**src/rtl/i2s_pkg.sv**
```systemverilog
// ============================================================================
// Module  : i2s_pkg
// Brief   : Shared constants and helpers for the I2S transmit generator.
// Revision: 1.0
// ============================================================================
`default_nettype none

package i2s_pkg;

  localparam int MODE_I2S      = 0;
  localparam int MODE_RJ       = 1;

  localparam int DEF_BCK_DIV   = 4;
  localparam int DEF_SLOT_BITS = 32;

  // Counter widths are derived per instance from BCK_DIV and 2*SLOT_BITS
  function automatic int ctr_w(input int n);
    return (n > 1) ? $clog2(n) : 1;
  endfunction

  // WS level that marks the left channel
  function automatic logic left_level(input int mode);
    return (mode == MODE_RJ);
  endfunction

endpackage

`default_nettype wire

```
**src/rtl/i2s_tx_timing.sv**
```systemverilog
// ============================================================================
// Module  : i2s_tx_timing
// Brief   : BCK/bit counters, registered BCK and WS, frame load strobe.
// Revision: 1.0
// ============================================================================
`default_nettype none

module i2s_tx_timing
  import i2s_pkg::*;
#(
  parameter int SLOT_BITS = DEF_SLOT_BITS,
  parameter int BCK_DIV   = DEF_BCK_DIV,
  parameter int MODE      = MODE_I2S
) (
  input  logic clk,
  input  logic rst_n,
  output logic o_bck,
  output logic o_ws,
  output logic o_load,
  output logic o_bit_tick
);

  localparam int BCKW = ctr_w(BCK_DIV);
  localparam int BITW = ctr_w(2 * SLOT_BITS);

  localparam logic [BCKW-1:0] C_BCK_LAST = BCKW'(BCK_DIV - 1);
  localparam logic [BCKW-1:0] C_BCK_HALF = BCKW'(BCK_DIV / 2);
  localparam logic [BITW-1:0] C_BIT_LAST = BITW'(2 * SLOT_BITS - 1);
  localparam logic [BITW-1:0] C_SLOT     = BITW'(SLOT_BITS);
  localparam logic [BITW-1:0] C_SLOT_M1  = BITW'(SLOT_BITS - 1);

  logic [BCKW-1:0] r_bck_ctr;
  logic [BITW-1:0] r_bit_ctr;
  logic            r_bck;
  logic            r_ws;
  logic            w_bck_wrap;
  logic            w_left;
  logic            w_ws;

  assign w_bck_wrap = (r_bck_ctr == C_BCK_LAST);

  // I2S leads the left MSB by one bit; right-justified aligns WS to the slot
  if (MODE == MODE_RJ) begin : g_rj
    assign w_left = (r_bit_ctr < C_SLOT);
  end else begin : g_i2s
    assign w_left = (r_bit_ctr == C_BIT_LAST) || (r_bit_ctr < C_SLOT_M1);
  end

  assign w_ws = w_left ? left_level(MODE) : ~left_level(MODE);

  always_ff @(posedge clk) begin
    if (!rst_n) begin
      r_bck_ctr <= '0;
      r_bit_ctr <= '0;
      r_bck     <= 1'b0;
      r_ws      <= ~left_level(MODE);
    end else begin
      r_bck_ctr <= w_bck_wrap ? '0 : r_bck_ctr + 1'b1;
      if (w_bck_wrap) begin
        r_bit_ctr <= (r_bit_ctr == C_BIT_LAST) ? '0 : r_bit_ctr + 1'b1;
      end
      r_bck <= (r_bck_ctr >= C_BCK_HALF);
      r_ws  <= w_ws;
    end
  end

  assign o_bck      = r_bck;
  assign o_ws       = r_ws;
  assign o_bit_tick = (r_bck_ctr == '0);
  assign o_load     = (r_bck_ctr == '0) && (r_bit_ctr == '0);

endmodule

`default_nettype wire

```
**src/rtl/i2s_tx_gen.sv**
```systemverilog
// ============================================================================
// Module  : i2s_tx_gen
// Brief   : I2S master transmitter with sample holding register and underrun.
// Revision: 1.0
// ============================================================================
`default_nettype none

module i2s_tx_gen
  import i2s_pkg::*;
#(
  parameter int I2S_DATA_BITS = 16,
  parameter int SLOT_BITS     = DEF_SLOT_BITS,
  parameter int BCK_DIV       = DEF_BCK_DIV,
  parameter int MODE          = MODE_I2S
) (
  input  logic                     AMCLK_i,
  input  logic                     reset_n,
  input  logic [I2S_DATA_BITS-1:0] APDATA_LEFT_i,
  input  logic [I2S_DATA_BITS-1:0] APDATA_RIGHT_i,
  input  logic                     APDATA_VALID_i,
  output logic                     I2S_BCK_o,
  output logic                     I2S_WS_o,
  output logic                     I2S_DATA_o,
  output logic                     FRAME_START_o,
  output logic                     UNDERRUN_o
);

  localparam int FRAME_BITS = 2 * SLOT_BITS;

  logic [I2S_DATA_BITS-1:0] r_hold_l;
  logic [I2S_DATA_BITS-1:0] r_hold_r;
  logic                     r_fresh;
  logic [FRAME_BITS-1:0]    r_shift;
  logic                     r_data;
  logic                     r_fs;
  logic                     r_ur;

  logic                     w_load;
  logic                     w_bit_tick;
  logic [SLOT_BITS-1:0]     w_slot_l;
  logic [SLOT_BITS-1:0]     w_slot_r;
  logic [FRAME_BITS-1:0]    w_frame;

  i2s_tx_timing #(
    .SLOT_BITS (SLOT_BITS),
    .BCK_DIV   (BCK_DIV),
    .MODE      (MODE)
  ) u_timing (
    .clk        (AMCLK_i),
    .rst_n      (reset_n),
    .o_bck      (I2S_BCK_o),
    .o_ws       (I2S_WS_o),
    .o_load     (w_load),
    .o_bit_tick (w_bit_tick)
  );

  // Slot formatting: MSB-aligned with zero fill, or LSB-aligned with sign fill
  if (MODE == MODE_RJ) begin : g_rj_slot
    assign w_slot_l = SLOT_BITS'($signed(r_hold_l));
    assign w_slot_r = SLOT_BITS'($signed(r_hold_r));
  end else begin : g_i2s_slot
    assign w_slot_l = SLOT_BITS'(r_hold_l) << (SLOT_BITS - I2S_DATA_BITS);
    assign w_slot_r = SLOT_BITS'(r_hold_r) << (SLOT_BITS - I2S_DATA_BITS);
  end

  assign w_frame = {w_slot_l, w_slot_r};

  always_ff @(posedge AMCLK_i) begin
    if (!reset_n) begin
      r_hold_l <= '0;
      r_hold_r <= '0;
      r_fresh  <= 1'b0;
      r_shift  <= '0;
      r_data   <= 1'b0;
      r_fs     <= 1'b0;
      r_ur     <= 1'b0;
    end else begin
      r_fs <= w_load;
      r_ur <= w_load & ~r_fresh;

      if (APDATA_VALID_i) begin
        r_hold_l <= APDATA_LEFT_i;
        r_hold_r <= APDATA_RIGHT_i;
      end

      // A strobe coinciding with the load keeps the flag set for next frame
      if (APDATA_VALID_i) begin
        r_fresh <= 1'b1;
      end else if (w_load) begin
        r_fresh <= 1'b0;
      end

      // Bit 0 comes straight from the formatted frame so it leaves with the load
      if (w_load) begin
        r_data  <= w_frame[FRAME_BITS-1];
        r_shift <= {w_frame[FRAME_BITS-2:0], 1'b0};
      end else if (w_bit_tick) begin
        r_data  <= r_shift[FRAME_BITS-1];
        r_shift <= {r_shift[FRAME_BITS-2:0], 1'b0};
      end
    end
  end

  assign I2S_DATA_o    = r_data;
  assign FRAME_START_o = r_fs;
  assign UNDERRUN_o    = r_ur;

endmodule

`default_nettype wire

```
**config.mk**
```make
export PLATFORM = sky130hd
export DESIGN_NAME = i2s_tx_gen
export DESIGN_NICKNAME = d
export VERILOG_FILES = /design/src/rtl/i2s_pkg.sv /design/src/rtl/i2s_tx_timing.sv /design/src/rtl/i2s_tx_gen.sv
export SDC_FILE = /design/constraint.sdc
export NUM_CORES = 1
export LEC_CHECK = 0
export CORE_MARGIN = 1
export CORE_UTILIZATION = 51
export CTS_CLUSTER_DIAMETER = 40
export CTS_CLUSTER_SIZE = 10
export DETAILED_ROUTE_END_ITERATION = 10
export GPL_TIMING_DRIVEN = 0
export PLACE_DENSITY = 0.75
export REMOVE_ABC_BUFFERS = 1
export SETUP_SLACK_MARGIN = 0.05
export SKIP_LAST_GASP = 1
export SLEW_MARGIN = 20
export SYNTH_ARGS = -nofsm -noshare
export SYNTH_HDL_FRONTEND = slang
export SYNTH_SLANG_ARGS = --single-unit
```
**constraint.sdc**
```tcl
create_clock -name AMCLK_i -period 1.55 [get_ports AMCLK_i]
set_input_delay 0.31 -clock AMCLK_i [delete_from_list [all_inputs] [get_ports AMCLK_i]]
set_output_delay 0.31 -clock AMCLK_i [all_outputs]
set_load 0.02 [all_outputs]
```
==> flow_summary_export.csv <==
group,metric,value,unit
global_routing,antenna_found_initial,0,
yosys,synthesis.yosys.warnings,0,
yosys,yosys.cell_types.count,33,
power,static-leakage-power,1.82,nW
die,effective_utilization_at_floorplan,0.526,
yosys,synth_sequential_area_ratio,0.460,
drt,post_drt_wl_per_cell,15.7,um
global_routing,overflow,0,
placed_design,globalplace.congestion,0.705,
die,design.core.area,7690,um^2
drt,detailed_route_via_count,3134,
global_routing,grt_max_degree,94,
drt,route.antenna.remaining_nets,0,
job,drv_cap,0,
drt,dr.pass1.iters,4,
clocking,cts_root_buf,"sky130_fd_sc_hd__clkbuf_8",
die,rows,32,
clocking,cts_tree,"yes",
yosys,synth.ff_latch_count,93,
worst_hold_path,hold-path-cell-count,2,
worst_setup_path,rrSetupSlack,-0.06,ns
finish,drive_gt1_frac,0.127,
finish,diodes,0,
worst_setup_path,worst_path_max_delay_cell,"sky130_fd_sc_hd__or4b_4",
finish,design.final.nets,485,
worst_setup_path,reg2reg_from,"u_timing.r_bit_ctr[0]$_SDFFE_PN0N_",
global_routing,grt_pass1_wl,14.0,mm
die,die_x,91.1,um
sta,worst_pin_slew,0.727,ns
drt,detail_route.drc_violations,0,
power,power_per_cell_area,1190,nW/um^2
finish,areaGrowthSynthToFinish,22.0,%
power,cellInternalPower,4.31,mW
power,comb_power_share,0.211,
die,ioPinCount,40,
clocking,cts_inserted_buffers,9,
power,max-vdd-ir-drop,0.000660,V
global_routing,grt_pass1_vias,2871,
yosys,syn_area,4050,um^2
yosys,count_of_flip_flops_with_a_built_in_enable_after_synthesis,0,
worst_hold_path,timing.hold.worst_endpoint,"u_timing.o_ws$_SDFF_PN1_",
worst_setup_path,cp.buffers_inverters,1,
sta,setup_total_negative_slack,-0.762,ns
yosys,syn_area_per_cell,9.61,um^2
die,die_height,91.1,um
finish,end_of_flow_core_utilization,0.642,
yosys,synth_top_area_share,0.460,
worst_setup_path,crit_path_end_kind,"flop",
worst_setup_path,class_of_the_most_critical_setup_path,"reg2reg",
run_status,run_status,"finished with violations",
sta,relSlewSlack,0.515,
sta,fin_skew,0.00717,ns
clocking,clock_sinks,93,
clocking,clk_transition_reported_paths,0.08,ns
clocking,clock_latency,0.36,ns
finish,multi_input_comb_area,2090,um^2
drt,total_routed_wirelength,8.68,mm
die,floorplan.die_area,8290,um^2
worst_hold_path,worstHoldPathType,"in2reg",
worst_hold_path,hold_path.startpoint,"reset_n",
worst_setup_path,r2r_end,"UNDERRUN_o$_SDFF_PN0_",
placed_design,preCtsSetupSlack,-0.315,ns
placed_design,number_of_input_and_output_port_buffers_inserted,39,
yosys,ys_dominant_reg_cell,"sky130_fd_sc_hd__dfxtp_1",
worst_setup_path,cp_max_fo,7,
finish,fillerInstances,613,
yosys,synthArstFlopShare,0,
placed_design,dp.cells,522,
power,p_seq_frac,0.460,
drt,vias_per_cell,5.68,
clocking,htreeDepth,3,
yosys,yosys-top-cells-area,"sky130_fd_sc_hd__dfxtp_1, sky130_fd_sc_hd__mux2i_1, sky130_fd_sc_hd__o21ai_0",
sta,rsz0062_at_grt,"true",
worst_setup_path,critical_path.top_delay_family,"simple AND/OR/NAND/NOR gates",
yosys,synthesis.instances,421,
clocking,cts_max_path_buffers,2,
run_status,violated_checks,"setup timing",
sta,final_hold_viol_count,0,
finish,layout.area.seq,1870,um^2
sta,fin_crit_sh,1.04,
worst_setup_path,arrival,1.91,ns
sta,fmaxAchievable,0.622,GHz
worst_setup_path,cp.required,1.85,ns
worst_setup_path,crit_path_cells,"inv_2 > ha_4 > or4b_4 > nor3b_4 > and3b_1",
worst_setup_path,critical-path-max-stage-delay,0.57,ns
yosys,largest_area_contributor_in_the_synthesized_netlist,"sky130_fd_sc_hd__dfxtp_1",
finish,post_layout_nonfiller_instances,552,
power,total_switching_power,1.56,mW
worst_setup_path,reg2reg_depth,5,
power,swShare,0.265,
clocking,post_cts_hold_buffer_count,0,
sta,total_count_of_max_transition_violations_in_the_final_report,0,
sta,report.final.setup_viol,31,
worst_setup_path,start_kind,"flop",
global_routing,globalRouteTotalUtil,0.211,
sta,min_period,1.61,ns
placed_design,place_hpwl,4.07,mm
power,clock_share_of_power,0.329,
drt,drt_iter0_markers,232,
sta,post-route-worst-setup-slack,-0.0586,ns
==> cell usage after synthesis, types with 2 or more instances <==
master                     number
sky130_fd_sc_hd__o211ai_1       7
sky130_fd_sc_hd__clkbuf_1      33
sky130_fd_sc_hd__nand2_1        7
sky130_fd_sc_hd__o21ai_0       65
sky130_fd_sc_hd__o21a_1         2
sky130_fd_sc_hd__ha_1           5
sky130_fd_sc_hd__buf_2          6
sky130_fd_sc_hd__a21boi_0       7
sky130_fd_sc_hd__mux2i_1       33
sky130_fd_sc_hd__inv_1          4
sky130_fd_sc_hd__a21boi_1       9
sky130_fd_sc_hd__o211ai_2       9
sky130_fd_sc_hd__nand2b_1      17
sky130_fd_sc_hd__xor2_1         2
sky130_fd_sc_hd__buf_1          2
sky130_fd_sc_hd__a31oi_1       31
sky130_fd_sc_hd__and3b_1        2
sky130_fd_sc_hd__buf_6          3
sky130_fd_sc_hd__dfxtp_1       93
sky130_fd_sc_hd__a21oi_1        2
sky130_fd_sc_hd__and2_1         3
sky130_fd_sc_hd__nand3b_1      31
sky130_fd_sc_hd__nand4_1        3
sky130_fd_sc_hd__xnor2_1        3
sky130_fd_sc_hd__nor2b_1       34
==> registers in the layout (all words and copies together) (netlist names) <==
signal	count
r_shift	47
u_timing.r_bck_ctr	2
u_timing.o_ws	1
r_fresh	1
I2S_DATA_o	1
UNDERRUN_o	1
FRAME_START_o	1
r_hold_r	16
u_timing.r_bit_ctr	6
u_timing.o_bck	1
r_hold_l	16
==> worst register-to-register path: stages, from the launching register on <==
cell                      delay (ns)
sky130_fd_sc_hd__dfxtp_4        0.36
sky130_fd_sc_hd__inv_2          0.06
sky130_fd_sc_hd__ha_4           0.17
sky130_fd_sc_hd__or4b_4         0.57
sky130_fd_sc_hd__nor3b_4        0.23
sky130_fd_sc_hd__and3b_1        0.17
==> cell usage in the layout (no fill, tap or decap), types with 4 or more instances in the layout <==
master                             n
sky130_fd_sc_hd__o21ai_0          53
sky130_fd_sc_hd__o21ai_1          12
sky130_fd_sc_hd__nand2_1           7
sky130_fd_sc_hd__o211ai_2          9
sky130_fd_sc_hd__or4b_4            6
sky130_fd_sc_hd__mux2i_1          33
sky130_fd_sc_hd__a21boi_1         15
sky130_fd_sc_hd__o211ai_1          7
sky130_fd_sc_hd__nand2b_1         17
sky130_fd_sc_hd__dfxtp_1          88
sky130_fd_sc_hd__nand3b_1         31
sky130_fd_sc_hd__clkdlybuf4s50_1  32
sky130_fd_sc_hd__nor2b_1          34
sky130_fd_sc_hd__buf_4             4
sky130_fd_sc_hd__dlygate4sd2_1     5
sky130_fd_sc_hd__clkbuf_8         10
sky130_fd_sc_hd__a31oi_1          31
sky130_fd_sc_hd__buf_12            4
==> cells by family (layout without fill, tap and decap cells) <==
logic type	after synthesis	after routing	share of synthesized area
AOI/OAI and AO/OA	133	133	0.207
and+or+nand+nor	104	109	0.173
DFF	93	93	0.460
buffers and inverters	48	72	0.0520
muxes	33	33	0.0817
adders and majority gates	5	5	0.0155
xor gates and xnor gates	5	5	0.0108
==> what timing repair did <==
action | in CTS | in global routing
endpoints found under the setup margin | 56 | 54
cloned | 6 | 1
resized for setup | 38 | 10
setup buffers | 4 | 3
pin swaps | 8 | 21
==> layout make-up <==
type / count / area share
Multi-Input combinational cell: 285 / 0.425
Sequential cell: 93 / 0.380
Timing Repair Buffer: 52 / 0.118
Clock buffer: 12 / 0.0294
Tap cell: 102 / 0.0259
Clock inverter: 4 / 0.0193
Inverter: 4 / 0.00304
==> per-stage QoR <==
| stage | hold WS (ns) | area (um^2) | power, mW |
|---|---|---|---|
| 5_1_grt | 0.496 | 4930 | 6.14 |
| 4_1_cts | 0.453 | 4850 | 5.81 |
| 6_report | 0.451 | 4930 | 5.87 |
| 2_1_floorplan | 0.372 | 3850 | 3.29 |
| 3_3_place_gp | 0.437 | 4370 | 3.60 |
| 3_5_place_dp | 0.454 | 4450 | 3.68 |
==> how the worst max path moves through the flow <==
stage / from / endpoint / slack (ns) / depth (start not counted)
finish: u_timing.r_bit_ctr[0]$_SDFFE_PN0N_ / UNDERRUN_o$_SDFF_PN0_ / -0.06 / 5
global route: u_timing.r_bit_ctr[0]$_SDFFE_PN0N_ / r_shift[52]$_SDFFE_PN0P_ / -0.13 / 5
CTS: u_timing.r_bit_ctr[0]$_SDFFE_PN0N_ / UNDERRUN_o$_SDFF_PN0_ / -0.06 / 5
detailed placement: u_timing.r_bit_ctr[0]$_SDFFE_PN0N_ / r_shift[28]$_SDFFE_PN0P_ / -0.31 / 5
global placement: reset_n / u_timing.r_bit_ctr[5]$_SDFFE_PN0N_ / -1.89 / 3
floorplan: u_timing.r_bck_ctr[0]$_SDFF_PP0_ / r_fresh$_SDFFE_PN0P_ / -1.01 / 4
==> power by group through the flow <==
| stage | clock network, mW | registers [mW] | logic, mW |
|---|---|---|---|
| final | 1.93 | 2.70 | 1.24 |
| after global placement | 0 | 2.74 | 0.861 |
| after floorplan | 0 | 2.74 | 0.547 |
| after detailed placement | 0 | 2.75 | 0.930 |
| after global routing | 2.07 | 2.73 | 1.34 |
| after CTS | 1.95 | 2.70 | 1.16 |
==> metal layers <==
layer	global-route usage	vias to the layer above	routed length, um
li1	-	1560	-
met1	0.292	1483	4110
met2	0.329	80	4030
met3	0.0276	11	402
met4	0.0952	0	148
met5	0	-	0
Note: power is estimated with default switching activity, not from simulation.
